## config.mk

```make
export PLATFORM = sky130hd
export DESIGN_NAME = mesh_port_arbiter
export DESIGN_NICKNAME = d
export VERILOG_FILES = /design/src/rtl/mesh_port_arbiter.sv
export SDC_FILE = /design/constraint.sdc
export NUM_CORES = 1
export LEC_CHECK = 0
export ABC_AREA = 1
export BUFFER_PORTS_ARGS = -buffer_cell sky130_fd_sc_hd__buf_2
export CAP_MARGIN = 20
export CORE_ASPECT_RATIO = 0.9
export CORE_MARGIN = 2
export CORE_UTILIZATION = 30
export CTS_CLUSTER_DIAMETER = 150
export CTS_CLUSTER_SIZE = 8
export DETAILED_ROUTE_END_ITERATION = 10
export RECOVER_POWER = 50
export SLEW_MARGIN = 20
export SYNTH_ARGS = -nofsm -noshare
export SYNTH_HDL_FRONTEND = slang
export SYNTH_SLANG_ARGS = --single-unit
```

## constraint.sdc

```tcl
create_clock -name clk -period 12.59 [get_ports clk]
set_clock_uncertainty 0.05 [all_clocks]
set_input_delay 2.518 -clock clk [delete_from_list [all_inputs] [get_ports clk]]
set_output_delay 2.518 -clock clk [all_outputs]
set_load 0.02 [all_outputs]
```

## src/rtl/mesh_port_arbiter.sv

```systemverilog
// Wormhole round-robin arbiter for one mesh output link with a 1-entry registered output stage.
// ack is combinational, out_flit follows 1 cycle later; no ack while the output slot is full and not draining.
module mesh_port_arbiter #(
  parameter int NUM_REQ = 5,
  parameter int FLIT_W  = 34,
  parameter int TIMEOUT = 255
) (
  input  logic                      clk,
  input  logic                      rst_n,
  input  logic [NUM_REQ-1:0]        req,
  input  logic [NUM_REQ*FLIT_W-1:0] flit_in,
  output logic [NUM_REQ-1:0]        ack,
  output logic                      out_valid,
  output logic [FLIT_W-1:0]         out_flit,
  input  logic                      out_ready,
  output logic                      locked,
  output logic [2:0]                owner,
  output logic                      timeout_err
);

  localparam int SW = (TIMEOUT > 0) ? $clog2(TIMEOUT + 1) : 1;
  localparam logic [SW-1:0] STALL_MAX = SW'(TIMEOUT);

  typedef enum logic {IDLE, BUSY} state_t;

  state_t            state;
  logic [2:0]        rr_ptr;
  logic [2:0]        win;
  logic [2:0]        sel;
  logic              any_req;
  logic              slot_free;
  logic              fire;
  logic              accept;
  logic              tail;
  logic [SW-1:0]     stall_cnt;
  logic [FLIT_W-1:0] sel_flit;

  function automatic logic [2:0] next_idx(input logic [2:0] i);
    return (int'(i) == NUM_REQ - 1) ? 3'd0 : i + 3'd1;
  endfunction

  // Scan downwards so the requester closest to rr_ptr overwrites the others.
  always_comb begin
    int idx;
    idx     = 0;
    any_req = 1'b0;
    win     = 3'd0;
    for (int k = NUM_REQ - 1; k >= 0; k--) begin
      idx = (int'(rr_ptr) + k) % NUM_REQ;
      if (req[idx]) begin
        any_req = 1'b1;
        win     = 3'(idx);
      end
    end
  end

  assign slot_free = ~out_valid | out_ready;
  assign fire      = (TIMEOUT > 0) && (state == BUSY) && (stall_cnt == STALL_MAX);
  assign sel       = (state == BUSY) ? owner : win;
  assign accept    = rst_n && slot_free && !fire && ((state == BUSY) ? req[owner] : any_req);
  assign sel_flit  = flit_in[int'(sel)*FLIT_W +: FLIT_W];
  assign tail      = sel_flit[FLIT_W-2];
  assign ack       = accept ? (NUM_REQ'(1) << sel) : '0;
  assign locked    = (state == BUSY);

  always_ff @(posedge clk or negedge rst_n) begin
    if (!rst_n) begin
      state       <= IDLE;
      rr_ptr      <= 3'd0;
      owner       <= 3'd0;
      out_valid   <= 1'b0;
      out_flit    <= '0;
      stall_cnt   <= '0;
      timeout_err <= 1'b0;
    end else begin
      timeout_err <= fire;

      if (accept) begin
        out_valid <= 1'b1;
        out_flit  <= sel_flit;
      end else if (out_ready) begin
        out_valid <= 1'b0;
      end

      // Only an absent owner request ages the lock; downstream backpressure does not.
      if (fire) begin
        state     <= IDLE;
        rr_ptr    <= next_idx(owner);
        stall_cnt <= '0;
      end else if (accept) begin
        owner     <= sel;
        stall_cnt <= '0;
        if (tail) begin
          state  <= IDLE;
          rr_ptr <= next_idx(sel);
        end else begin
          state <= BUSY;
        end
      end else if (state == BUSY && !req[owner] && stall_cnt != STALL_MAX) begin
        stall_cnt <= stall_cnt + 1'b1;
      end
    end
  end

endmodule
```

### Word level (Yosys, flattened, before mapping)

Cells that the tools add are included.

* register bits after elaboration: 51
* latch bits: 0
* RAM bits: 0
* bits in read-only memories: 0
* memories: 0

* add/sub/neg operators: 7
* multipliers: 1
* divide/modulo/power cells: 5
* $lt $le $gt $ge: 6
* eq/ne operators: 4
* shift operators: 2
* muxes and demuxes: 43
* bitwise logic cells: 3
* reduce and logical (&&, ||, !) cells: 14

Operators with widths (count)
* $shiftx A170 B10 Y34: 1
* $lt A32 B5 Y1 const B: 5
* $mod A32 B4 Y32 const B: 4
* $mux W3: 11
* $mod A4 B4 Y32 const B: 1
* $mux W8: 3
* $mux W1: 22
* $bmux W1 S3: 6
* $add A3 B2 Y4 const B: 2
* $add A8 B1 Y8 const B: 1
* $eq A8 B8 Y1 const B: 1
* $mul A3 B5 Y8 const B: 1
* $ne A8 B8 Y1 const B: 1
* $add A3 B1 Y3 const B: 2
* $eq A3 B3 Y1 const B: 2
* $logic_and A1 B1 Y1: 6
* $reduce_bool A2 Y1: 3
* $mux W5: 1
* $shl A1 B3 Y5 const A: 1
* $add A3 B1 Y4 const B: 1
* $add A3 B3 Y4 const B: 1
* $lt A3 B4 Y1 const B: 1
* $reduce_and A2 Y1: 2
* $reduce_bool A3 Y1: 1
* other kinds (3): 5

### Longest topological paths before layout

Gate-level depths: netlist of the first run.

* depth in word-level cells: 16
* mapped depth: 33

### Worst setup path before layout of the first run

OpenSTA, ideal clock, no wires.

* path type: input port to output port
* start: input port req[3]
* end: output port ack[3]
* arrival: 4.373 ns
* data required time: 10.022 ns
* slack: 5.649 ns
* stages on the path: 18
* path buffers: 2
* cells stage by stage: inv_1 nand3_1 nand3_1 nand2_1 nand2_1 and2_1 nor2_1 nor2_2 nand2_1 nand2_1 nand2_2 nand2_4 buf_6 buf_2 ha_1 ha_1 inv_1 nor2_1

* word-level cells in the longest chain between the ends: 11

Ends and longest elaborated chain
* start, declared: RTL line 10 `input logic [NUM_REQ-1:0] req,`
* $bmux W1 S3: RTL line 50 `if (req[idx]) begin`
* $mux W1 (implied by the code) (2 in series): RTL line 50
* $mux W3 / $mux W1 (equally long branches) (5 in series): RTL line 50
* $mux W3 / $mux W1 (equally long branches): RTL line 59, 60
* $shl A1 B3 Y5 / $logic_and A1 B1 Y1 (equally long branches): RTL line 63, 60
* $mux W5 *: RTL line 63 `assign ack = accept ? (NUM_REQ'(1) << sel) : '0;`
* end, declared: RTL line 12 `output logic [NUM_REQ-1:0] ack,`

Every way passes the cells marked *; elsewhere a longest branch is shown, timed or not. The select of a mux whose other input is x is not followed.

### Final worst setup path of the first run

* start: input port rst_n
* end: output port ack[1]

* word-level cells in the longest chain between the ends: 4

Ends and longest elaborated chain
* start, declared: RTL line 9 `input logic rst_n,`
* $logic_and A1 B1 Y1 (3 in series): RTL line 60 `assign accept = rst_n && slot_free && !fire && ((state == BUSY) ? req[owner] : any_req);`
* $mux W5: RTL line 63

Every way passes these cells.

==> results of run 1 <==
==> worst register-to-register path, delay by kind of cell, from the launching register on <==
kind,cells,cell delay (ps)
simple gates,22,2870
flops,1,800
fa+ha+maj,2,780
buf+inv,3,960
compound gates,2,380
==> cell usage in the layout (no fill, tap or decap), drive strengths merged <==
cell type | netlist | layout
o21a | 4 | 4
a21oi | 9 | 9
nand3 | 83 | 83
diode | 0 | 3
a22oi | 1 | 1
nor4 | 1 | 1
and2 | 2 | 2
clkbuf | 7 | 28
buf | 30 | 203
a31o | 1 | 1
nand2 | 288 | 288
fa | 1 | 1
dfrtp | 51 | 51
o211ai | 2 | 2
clkinv | 6 | 6
o21ai | 117 | 117
xor2 | 8 | 8
nor2 | 98 | 98
o2111ai | 1 | 1
xnor2 | 1 | 1
ha | 29 | 29
nor3 | 4 | 4
nand3b | 2 | 2
or2 | 5 | 5
a41oi | 1 | 1
bufinv | 0 | 2
inv | 93 | 93
nor3b | 2 | 2
nand4 | 7 | 7
==> kinds of logic after synthesis <==
group	share of synthesized area (%)
simple gates	40.3
fa+ha+maj	7.26
buf+inv	11.4
flops	24.2
xor+xnor	1.64
compound gates	15.2
==> path summary, 6_finish.rpt <==
kind	depth (start not counted)	start	endpoint
max	7	rst_n	ack[1]
min	2	out_flit[6]	out_flit[6]
max reg2reg	29	rr_ptr[0]	rr_ptr[2]
min reg2reg	2	out_flit[6]	out_flit[6]
max in group asynchronous	2	rst_n	out_flit[31]
min in group asynchronous	2	rst_n	out_flit[3]
==> registers in the layout, summed over array words and instances, names as in the netlist <==
register	count
out_flit	34
out_valid	1
rr_ptr	3
owner	3
stall_cnt	8
locked	1
timeout_err	1
==> per-layer routing <==
metal  up-vias  global-route usage (%)
met1      2638                    26.3
met4         0                    3.52
met5         -                       0
li1       3099                       -
met2       183                    29.1
met3        13                    3.08
==> through the flow <==
stage          utilization, %  cell area [sq um]
6_report                 38.9               6640
5_1_grt                  38.9               6640
4_1_cts                  39.1               6660
3_5_place_dp             38.0               6470
3_3_place_gp             38.0               6470
2_1_floorplan               -               5280
==> layout make-up <==
cell class                 count  area (sq um)  area share [%]
inverter                      99           372            5.60
timing repair buffer         225          1100            16.6
antenna                        3          7.51           0.113
sequential                    51          1280            19.2
tap                          235           294            4.43
multi-input combinational    667          3400            51.2
clock inverter                 2          60.1           0.904
clock buffer                   6           129            1.94
==> impl_results.md, run 1 <==
- Die Area: 18700 sq um
- Syn_nets: 1062
- DR iter-0 viols: 374
- Max incr delay on CP: 2100 ps
- Post-Syn Area: 5280 sq um
- Layout net count: 1257
- Post-synthesis register bit count: 51
- Yosys top cell area share: 24.2%
- Crit-path leading delay family: buffers and inverters
- Cell Rows: 45
- Overflow after GRT: 0
- Routed WL: 18000 um
- DR vias/cell: 4.61
- RSZ-0062 raised after global routing: no
- # setup viols final: 0
- Unique masters post-synth: 44
- Setup TNS: 0 ps
- Fin crit period: 9250 ps
- DP Worst Slack: 4200 ps
- Worst-margin pin slew: 2990 ps
- Clock Pin Slew Worst Setup and Hold Paths: 70 ps
- Data arrival, critical path: 6680 ps
- Initial antenna violation count: 3
- DR WL met3: 985 um
- Crit path buf inv count: 3
- Ranking of synthesized cells by area: dfrtp_1, nand2_1, nand3_1, ha_1, nor2_1
- Hold Buf Count CTS: 0
- Area grow syn2layout: 25.9%
- Buffers on Ports: 222
- Crit share post-route: 73.4%
- Vias in the first global route: 5246
- Failing checks: capacitance limit, slew limit
- Fmax achieved: 108 MHz
- Most common cell on crit path: buf_2
- Synth top cells by count: nand2_1, nor2_1, inv_1
- Crit-path max FO: 52
- Final WS setup: 3340 ps
- Hold crit path type: reg2reg
- Slew headroom: -99.5%
- Cell with the most instances after synthesis: nand2_1
- Met1 wire length: 8380 um
- CP Cell Sequence: buf_2 > clkbuf_1 > o2111ai_1 > nor2_4 > nand2_2 > nor2_1 > buf_2
- Share of layout cells above drive strength 1: 26.3%
- Pre-antenna DRT Iters: 5
- Crit start category: primary input
- Reg-to-reg setup timing slack: 6690 ps
- Critical path class: in2out
- DRC Markers: 0
- Post-Syn Instances: 854
- Count of final hold-check violations: 0
- Placed insts: 1277
- Min Hold Slack: 429 ps
- Initial Utilization: 30.9%
- First-pass GRT wire length: 27200 um
- HPWL after detailed placement: 13400 um
- Required time worst endpoint: 10020 ps
- Slew Limit Fails: 53
- # resized after CTS: 0
- Largest net degree at the start of global routing: 73
- Fraction of registers with async set/reset: 100%
- CTS Buffer Depth: 2
- Clk root buf: clkbuf_16
- Post-CTS Repair Setup Buffers: 0
- Top FF cell, synth: dfrtp_1
- TritonCTS Buffers: 5
- Sequential area share after synthesis: 24.2%
- Crit-path slowest cell: clkbuf_1
- Max-capacitance violation count: 1
- GRT Overall Usage: 18.3%
- Routed Antenna Nets: 0
- Clk_lat worst skew: 290 ps
- Die height: 130 um
- Non-Filler Instances: 1288
- IO Pins: 223
- Core area: 17100 sq um
- Vias: 5933
- Routability cong.: 0.879
- Fill count: 1907
- Routed length per instance: 14.0 um
- Yosys warnings: 0
- H-tree depth: 2
- Mean Syn Cell Area: 6.18 sq um
- Max layer used: met4
- Leading area contributor after synthesis: dfrtp_1
- DR WL met2: 8440 um
- Sink Count: 51
- Die X: 144 um
- Status: finished, violations left
- Number of enable flip-flop cells after synthesis: 0
- Endpoint class of the critical path: output port
- TritonCTS clock tree: done
Power of run 1 is not shown: default switching activity piles up to over one toggle a cycle in this logic, so the estimate is an artifact.
==> run 2: changes to the inputs <==
clock period = 8.55 ns   (was 12.59 ns; I/O delays follow)
==> impl_results.md, run 2 (synthesized netlist as in run 1, its figures left out) <==
- Most common cell on crit path: nand2_1
- Vias in the first global route: 5476 (+4.4%)
- TritonCTS clock tree: done
- First-pass GRT wire length: 27500 um (+0.88%)
- DRC Markers: 0 (unchanged)
- Max incr delay on CP: 780 ps (-1320 ps)
- Fin crit period: 7190 ps
- H-tree depth: 2 (unchanged)
- Routability cong.: 0.861 (-2.0%)
- Layout net count: 1259 (+0.16%)
- Clk_lat worst skew: 290 ps (about the same)
- Clock Pin Slew Worst Setup and Hold Paths: 70 ps (about the same)
- Largest net degree at the start of global routing: 73 (unchanged)
- Post-CTS Repair Setup Buffers: 0 (unchanged)
- Slew Limit Fails: 0 (-100%)
- Slew headroom: 41.3% (+140 points)
- Vias: 5908 (-0.42%)
- Data arrival, critical path: 5430 ps (-1250 ps)
- Hold path cells: 2 (unchanged)
- Crit start category: flip-flop
- Routed length per instance: 13.8 um (-1.5%)
- CTS Buffer Depth: 2 (unchanged)
- Die Area: 18700 sq um (unchanged)
- Core area: 17100 sq um (unchanged)
- Most common cell after layout, fill and taps aside: nand2_1
- Routed Antenna Nets: 0 (unchanged)
- Buffers on Ports: 222 (unchanged)
- Cell Rows: 45 (unchanged)
- Count of final hold-check violations: 0 (unchanged)
- Commonest non-fill, non-tap cells in the layout: nand2_1, buf_2, nor2_1, inv_1, nand3_1
- Endpoint class of the critical path: output port
- Routed WL: 17700 um (-1.5%)
- GRT Overall Usage: 18.3% (about the same)
- Crit share post-route: 84.1%
- Die X: 144 um (unchanged)
- Max-capacitance violation count: 0 (-1)
- Critical path class: reg2out
- Die height: 130 um (unchanged)
- Hold crit path type: reg2reg
- Largest regs: out_flit x34, stall_cnt x8
- Reg2reg path depth: 28 (-3.4%)
- Initial antenna violation count: 1 (-2)
- Max reg flops: 34 (unchanged)
- Overflow after GRT: 0 (unchanged)
- Clk root buf: clkbuf_16
- Required time worst endpoint: 6790 ps (-3230 ps)
- Crit-path slowest cell: dfrtp_1
- Hold Buf Count CTS: 0 (unchanged)
- Crit-path max FO: 37 (-29%)
- Sequential Area: 1280 sq um (unchanged)
- TritonCTS Buffers: 5 (unchanged)
- Worst-margin pin slew: 878 ps (-2110 ps)
- Fill count: 1918 (+0.58%)
- DR vias/cell: 4.59 (-0.42%)
- Sink Count: 51 (unchanged)
- Setup TNS: 0 ps (unchanged)
- Share of layout cells above drive strength 1: 26.6% (+0.33 points)
- IO Pins: 223 (unchanged)
- RSZ-0062 raised after global routing: no
- Fmax achieved: 139 MHz
- DR iter-0 viols: 419 (+12%)
- Pre-antenna DRT Iters: 5 (unchanged)
- Status: completed
- Area grow syn2layout: 25.8% (about the same)
- Largest register by flop count: out_flit
- Multi-input gate area: 3400 sq um (unchanged)
- # resized after CTS: 0 (unchanged)
- HPWL after detailed placement: 13500 um (+0.89%)
- # setup viols final: 0 (unchanged)
- Initial Utilization: 30.9% (unchanged)
[run 2: cell count changes in the layout (fill, tap and decap cells not counted)]
cell and change:
inv_6 +1, bufinv_16 -1, buf_4 +3, diode_2 -2
clkinvlp_4 +1, clkbuf_1 -2
[run 2: final timing paths]
kind,startpoint,end,slack (ps)
worst max-delay path,rr_ptr[0],ack[4],1360
min in group asynchronous,rst_n,out_flit[3],1470
worst min-delay path,out_flit[31],out_flit[31],430
worst max register to register,rr_ptr[0],out_flit[4],2720
worst min register to register,out_flit[31],out_flit[31],430
max in group asynchronous,rst_n,out_flit[26],6490
[run 2: area by class of cell]
type	count	share of cell area [%]
multi-input cells	667	51.2
clock buffers	5	1.89
well taps	235	4.43
clock inverters	3	0.697
inverters	99	5.60
repair buffers	227	16.9
diodes	1	0.0377
flip-flops and latches	51	19.2
[run 2: critical path, delay by kind of cell, from the launching register on]
kind            cells  cell delay [ps]
simple gates       16             2070
fa+ha+maj           3             1030
buf+inv             5              830
flops               1              780
compound gates      2              410
[run 2: stage by stage]
step	setup slack [ps]	cells	utilization, %	hold WS, ps	cell area, sq um
final	1360	1288	38.9	427	6640
after global routing	828	1288	38.9	450	6640
after CTS	1380	1287	39.0	429	6660
after detailed placement	1710	1279	38.0	410	6490
after global placement	1780	1279	38.0	409	6490
after floorplan	2720	854	-	441	5280
[run 2: routing by layer]
layer	global-route usage (%)	vias up	wire length (um)
met1	25.6	2580	8170
met5	0	-	0
met3	2.79	28	965
met4	4.67	0	448
met2	29.7	207	8160
li1	-	3093	-
Power of run 2 is left out for the same reason.
